**src/rtl/ifetch_queue.sv**
```systemverilog
// ============================================================================
// ifetch_queue -- instruction fetch front end for the 8-bit pipelined MCU
//
// Generates sequential program-memory read addresses, absorbs the memory's
// one-cycle read latency in a small FIFO, and hands decode one instruction per
// cycle together with its PC+1. Decode stalls hold the head stable; a redirect
// from execute flushes the FIFO, squashes the in-flight read and refetches
// from the new address in the same cycle.
//
// Optional build macro:
//   IFQ_BYPASS_EN  - when the FIFO is empty, current-epoch read data is shown
//                    to decode in the cycle it returns (1-cycle latency
//                    instead of 2). Undefined: data always goes via the FIFO.
//
// Ports:
//   clk          in   system clock
//   reset        in   synchronous, active-high reset
//   imem_en      out  program memory read request this cycle
//   imem_addr    out  program memory read address
//   imem_rdata   in   read data, valid one cycle after the request
//   stall        in   decode cannot accept an instruction this cycle
//   redirect     in   taken branch/jump: flush and refetch
//   redirect_pc  in   new fetch address when redirect=1
//   inst_valid   out  inst/inst_pc1 hold a real instruction
//   inst         out  head instruction, zero (NOP) when inst_valid=0
//   inst_pc1     out  address of head instruction + 1
//   q_count      out  current FIFO occupancy
// ============================================================================
module ifetch_queue #(
    parameter int                 ADDR_W   = 8,
    parameter int                 INST_W   = 17,
    parameter int                 DEPTH    = 4,
    parameter logic [ADDR_W-1:0]  RESET_PC = '0
) (
    input  logic                      clk,
    input  logic                      reset,
    output logic                      imem_en,
    output logic [ADDR_W-1:0]         imem_addr,
    input  logic [INST_W-1:0]         imem_rdata,
    input  logic                      stall,
    input  logic                      redirect,
    input  logic [ADDR_W-1:0]         redirect_pc,
    output logic                      inst_valid,
    output logic [INST_W-1:0]         inst,
    output logic [ADDR_W-1:0]         inst_pc1,
    output logic [$clog2(DEPTH):0]    q_count
);

    localparam int AW = $clog2(DEPTH);
    localparam int CW = AW + 1;
    // Occupancy plus in-flight can reach DEPTH, so compare in one extra bit.
    localparam logic [CW:0] DEPTH_V = DEPTH[CW:0];

    // ------------------------------------------------------------------
    // State
    // ------------------------------------------------------------------
    logic [ADDR_W-1:0] fpc_reg;
    logic [AW-1:0]     head_reg;
    logic [AW-1:0]     tail_reg;
    logic [CW-1:0]     count_reg;
    logic              epoch_reg;

    // One outstanding read: {valid, addr, epoch}
    logic              infl_valid_reg;
    logic [ADDR_W-1:0] infl_addr_reg;
    logic              infl_epoch_reg;

    // The head must be visible in the same cycle it becomes valid, so the
    // storage is a small register file read combinationally at head_reg.
    logic [INST_W-1:0] fifo_inst [DEPTH];
    logic [ADDR_W-1:0] fifo_pc1  [DEPTH];

    // ------------------------------------------------------------------
    // Combinational control
    // ------------------------------------------------------------------
    logic              ret_valid;
    logic [ADDR_W-1:0] ret_pc1;
    logic              fifo_empty;
    logic              bypass;
    logic              pop;
    logic              pop_fifo;
    logic              push;
    logic [CW-1:0]     eff_count;
    logic              eff_infl;
    logic [CW:0]       occ_sum;
    logic [CW-1:0]     count_next;

    // Returning data is only kept if it belongs to the current epoch and is
    // not being discarded by a redirect or reset in this same cycle.
    assign ret_valid  = infl_valid_reg && (infl_epoch_reg == epoch_reg)
                        && !reset && !redirect;
    assign ret_pc1    = infl_addr_reg + 1'b1;
    assign fifo_empty = (count_reg == '0);

`ifdef IFQ_BYPASS_EN
    assign bypass = fifo_empty && ret_valid;
`else
    assign bypass = 1'b0;
`endif

    assign inst_valid = !reset && (!fifo_empty || bypass);
    assign pop        = inst_valid && !stall && !redirect;
    // A bypassed word that decode accepts never enters the FIFO; a stalled
    // bypassed word is written so it is still there next cycle.
    assign pop_fifo   = pop && !bypass;
    assign push       = ret_valid && !(bypass && pop);

    assign eff_count  = redirect ? '0 : (count_reg - {{(CW-1){1'b0}}, pop_fifo});
    assign eff_infl   = redirect ? 1'b0 : push;
    assign occ_sum    = {1'b0, eff_count} + {{CW{1'b0}}, eff_infl};

    assign imem_addr  = redirect ? redirect_pc : fpc_reg;
    assign imem_en    = !reset && (occ_sum < DEPTH_V);

    assign count_next = count_reg + {{(CW-1){1'b0}}, push}
                                  - {{(CW-1){1'b0}}, pop_fifo};

    always_comb begin
        inst     = '0;
        inst_pc1 = '0;
        if (inst_valid) begin
            if (bypass) begin
                inst     = imem_rdata;
                inst_pc1 = ret_pc1;
            end else begin
                inst     = fifo_inst[head_reg];
                inst_pc1 = fifo_pc1[head_reg];
            end
        end
    end

    assign q_count = reset ? '0 : count_reg;

    // ------------------------------------------------------------------
    // Sequential state
    // ------------------------------------------------------------------
    always_ff @(posedge clk) begin
        if (reset) begin
            fpc_reg        <= RESET_PC;
            head_reg       <= '0;
            tail_reg       <= '0;
            count_reg      <= '0;
            epoch_reg      <= 1'b0;
            infl_valid_reg <= 1'b0;
            infl_addr_reg  <= '0;
            infl_epoch_reg <= 1'b0;
        end else begin
            if (imem_en) begin
                fpc_reg <= imem_addr + 1'b1;
            end

            // The request issued on a redirect cycle belongs to the new epoch.
            infl_valid_reg <= imem_en;
            infl_addr_reg  <= imem_addr;
            infl_epoch_reg <= redirect ? ~epoch_reg : epoch_reg;

            if (redirect) begin
                epoch_reg <= ~epoch_reg;
                head_reg  <= '0;
                tail_reg  <= '0;
                count_reg <= '0;
            end else begin
                if (push) begin
                    tail_reg <= tail_reg + 1'b1;
                end
                if (pop_fifo) begin
                    head_reg <= head_reg + 1'b1;
                end
                count_reg <= count_next;
            end
        end
    end

    // Storage has no reset; occupancy is tracked by count/head/tail.
    always_ff @(posedge clk) begin
        if (push) begin
            fifo_inst[tail_reg] <= imem_rdata;
            fifo_pc1[tail_reg]  <= ret_pc1;
        end
    end

endmodule

```
**config.mk**
```make
export PLATFORM = sky130hd
export DESIGN_NAME = ifetch_queue
export DESIGN_NICKNAME = d
export VERILOG_FILES = /design/src/rtl/ifetch_queue.sv
export SDC_FILE = /design/constraint.sdc
export NUM_CORES = 1
export LEC_CHECK = 0
export CORE_UTILIZATION = 50
export CTS_CLUSTER_SIZE = 10
export DETAILED_ROUTE_END_ITERATION = 7
export PLACE_DENSITY = 0.7
export SETUP_SLACK_MARGIN = 0.02
export SLEW_MARGIN = 20
export SYNTH_ARGS = -nofsm -noshare
export SYNTH_HDL_FRONTEND = slang
export SYNTH_SLANG_ARGS = --single-unit
```
**constraint.sdc**
```tcl
create_clock -name clk -period 5.7 [get_ports clk]
set_clock_uncertainty 0.15 [all_clocks]
set_input_delay 1.425 -clock clk [delete_from_list [all_inputs] [get_ports clk]]
set_output_delay 1.425 -clock clk [all_outputs]
set_load 0.1 [all_outputs]
```
==> results.ini <==
[floorplan]
core_um2=9950
die_h_um=104
rows=36
initial_core_util_pct=52.4
ios=67
die-area_um2=10800
dieWidth_um=104

[run_status]
status=complete, no violations

[clock_tree]
clk_pin_slew_ns=0.06
cts_buffers=17
cts_setup_buffers=0
cts-htree-levels=4
clock_tree.buffer_depth=2
insertion_delay_ns=0.51
cts_tree=yes
post_cts_resized=0
cts_hold_buf=0
cts_root_buf=clkbuf_8
clock-sinks=126

[synth]
syn_nets=355
ys_seq_area_share_pct=67.6
synth_cell_type_count=35
post_synth.cell_area_avg_um2=16.4
synth_area_um2=5210
ys_warn_count=0
yosysTopAreaCell=edfxtp_1
synth_top_area_share_pct=57.6
ys_ff_latch=126
syn-instance-count=317
synth_area_leaders=edfxtp_1 58%, mux4_2 11%, dfxtp_1 10%

[routing]
first_pass_iters=4
num_vias=2905
drt-total-wl_um=9440
wl_per_cell_um=17.6
drc=0
via_per_inst=5.41
drt_iter0_markers=102
ant_nets=0

[finish]
layout.cells.non_filler=537
design_area_um2=6850
drive_above_1_share_pct=33.2
reg_top3=fifo_inst: 68 flops, fifo_pc1: 32 flops
nFillCells=676
area_delta_synth_final_pct=31.4
largest_reg_flops=68
finalNetCount=429
post-route-util_pct=68.8
antenna_cells=0
top_register=fifo_inst

[timing]
min_period_ns=5.43
fin_crit_sh_pct=95.2
fmax_ghz=0.184
rsz0062_at_grt=false
hold_violations=0
drv_slew=0
worst_slack_ns=0.271
relSlewSlack_pct=32.3
setup_viol=0
setup_tns_ns=0
tightest_slew_ns=1.01

[worst_setup_path]
worstSetupStartpointType=input pin
required_ns=4.12
cp-endpoint=imem_en
criticalPathCategory=input pin to output port
path_max_fanout=9
ff2ff_setup_slack_ns=2.88
critPathCaptureType=output port
crit_arrival_ns=3.85
r2r-end=fpc_reg[0]$_SDFFE_PP0P_
reg2reg_from=count_reg[0]$_SDFF_PP0_
startpoint=redirect
reg2reg_depth=8

[grt]
first_global_vias=2992
grt_pass1_wl_um=15100
track_usage_pct=18.8
grt_max_degree=27
grt_remaining_overflow=0
antenna_found_initial=0

[placement]
gp_congestion=0.756
placed_cell_area_um2=6300
portBuffers=66
dp_cells=505
pre_cts_slack_ns=0.251
hpwlAfterDp_um=5790

[power]
ir_drop_v=0.000187
p_per_area_nw_per_um2=316
leakage_nw=2.43

[worst_hold_path]
holdCritPathClass=flip-flop to flip-flop

[run]
maxCapViolations=0

[worst max-delay path: stages]
cell,delay (ns)
clkdlybuf4s50_1,0.41
or2_2,0.38
nor4_1,0.25
ha_1,0.27
or4b_4,0.50
nor4b_4,0.31
nor4_2,0.12
buf_12,0.18
[kinds of logic (layout without fill, tap and decap cells)]
logic type / Yosys count / count (layout) / synth area share, %
compound gates: 5 / 5 / 0.960
xor+xnor: 19 / 19 / 3.19
fa+ha+maj: 9 / 9 / 2.31
buf+inv: 27 / 114 / 2.28
flops: 126 / 126 / 67.6
mux: 38 / 38 / 13.3
simple gates: 93 / 93 / 10.3
[synth_stat cells, drive strengths merged]
master,n
a211oi,3
a21oi,1
a22oi,1
and2,2
and3,6
and4,1
and4bb,1
buf,7
clkbuf,8
dfxtp,26
edfxtp,100
fa,1
ha,8
inv,12
mux2i,13
mux4,25
nand2,8
nand2b,1
nand3,4
nand3b,1
nand4,3
nand4b,2
nor2,26
nor2b,27
nor3,5
nor4,3
nor4b,1
or2,1
or4b,1
xnor2,16
xor2,3
[layout by cell type (no fill, tap or decap), types with 2 or more instances in the layout]
| cell type | count |
|---|---|
| nand2_1 | 8 |
| nor4_1 | 2 |
| dfxtp_1 | 25 |
| nor3_1 | 3 |
| buf_4 | 15 |
| clkinv_4 | 4 |
| xnor2_1 | 16 |
| nand4b_1 | 2 |
| nand3_1 | 4 |
| nor3_2 | 2 |
| mux2i_1 | 13 |
| buf_12 | 27 |
| nand4_1 | 3 |
| inv_4 | 3 |
| a211oi_2 | 3 |
| inv_1 | 12 |
| and3_1 | 2 |
| clkdlybuf4s50_1 | 28 |
| nor2b_2 | 21 |
| nor2b_1 | 6 |
| mux4_2 | 25 |
| inv_6 | 5 |
| edfxtp_1 | 100 |
| and3_2 | 4 |
| clkbuf_16 | 17 |
| xor2_1 | 3 |
| nor2_1 | 25 |
| ha_1 | 8 |
| and2_1 | 2 |
[metal layers]
metal  track usage [%]  part of all wire [%]  wire [um]  up-vias
li1                  -                     -          -     1340
met1              24.0                    45       4250     1464
met2              30.2                    50       4680       95
met3              4.32                   4.6        437        6
met4              9.69                  0.81         76        0
met5                 0                     0          0        -
[where the power goes]
group | internal [mW] | switching [mW] | leakage [nW]
combinational | 0.0612 | 0.109 | 1.03
clock | 0.568 | 0.402 | 0.272
sequential | 1.01 | 0.0113 | 1.12
[stage by stage]
| stage | power, mW | hold slack (ns) |
|---|---|---|
| global placement | 1.21 | 0.323 |
| finish | 2.16 | 0.351 |
| global route | 2.23 | 0.393 |
| detailed placement | 1.21 | 0.343 |
| CTS | 2.18 | 0.360 |
| floorplan | 1.15 | 0.310 |
[final cells by class]
| class | count | area (um^2) | area share [%] |
|---|---|---|---|
| inverters | 12 | 45.0 | 0.658 |
| repair buffers | 70 | 933 | 13.6 |
| well taps | 133 | 166 | 2.43 |
| flip-flops and latches | 126 | 3520 | 51.5 |
| multi-input cells | 164 | 1640 | 23.9 |
| clock inverters | 13 | 101 | 1.48 |
| clock buffers | 19 | 443 | 6.47 |
[how the worst min path moves through the flow]
stage / slack (ns) / startpoint / to / cells past startpoint
after floorplan: 0.31 / fpc_reg[5]$_SDFFE_PP0P_ / fpc_reg[5]$_SDFFE_PP0P_ / 2
after global placement: 0.32 / fpc_reg[5]$_SDFFE_PP0P_ / fpc_reg[5]$_SDFFE_PP0P_ / 2
after detailed placement: 0.34 / head_reg[1]$_SDFFE_PP0P_ / flip-flop / 2
after CTS: 0.36 / fpc_reg[5]$_SDFFE_PP0P_ / fpc_reg[5]$_SDFFE_PP0P_ / 2
after global routing: 0.39 / fpc_reg[5]$_SDFFE_PP0P_ / fpc_reg[5]$_SDFFE_PP0P_ / 2
final: 0.35 / fpc_reg[5]$_SDFFE_PP0P_ / fpc_reg[5]$_SDFFE_PP0P_ / 2
No activity file was read; power rests on OpenSTA's default activity.
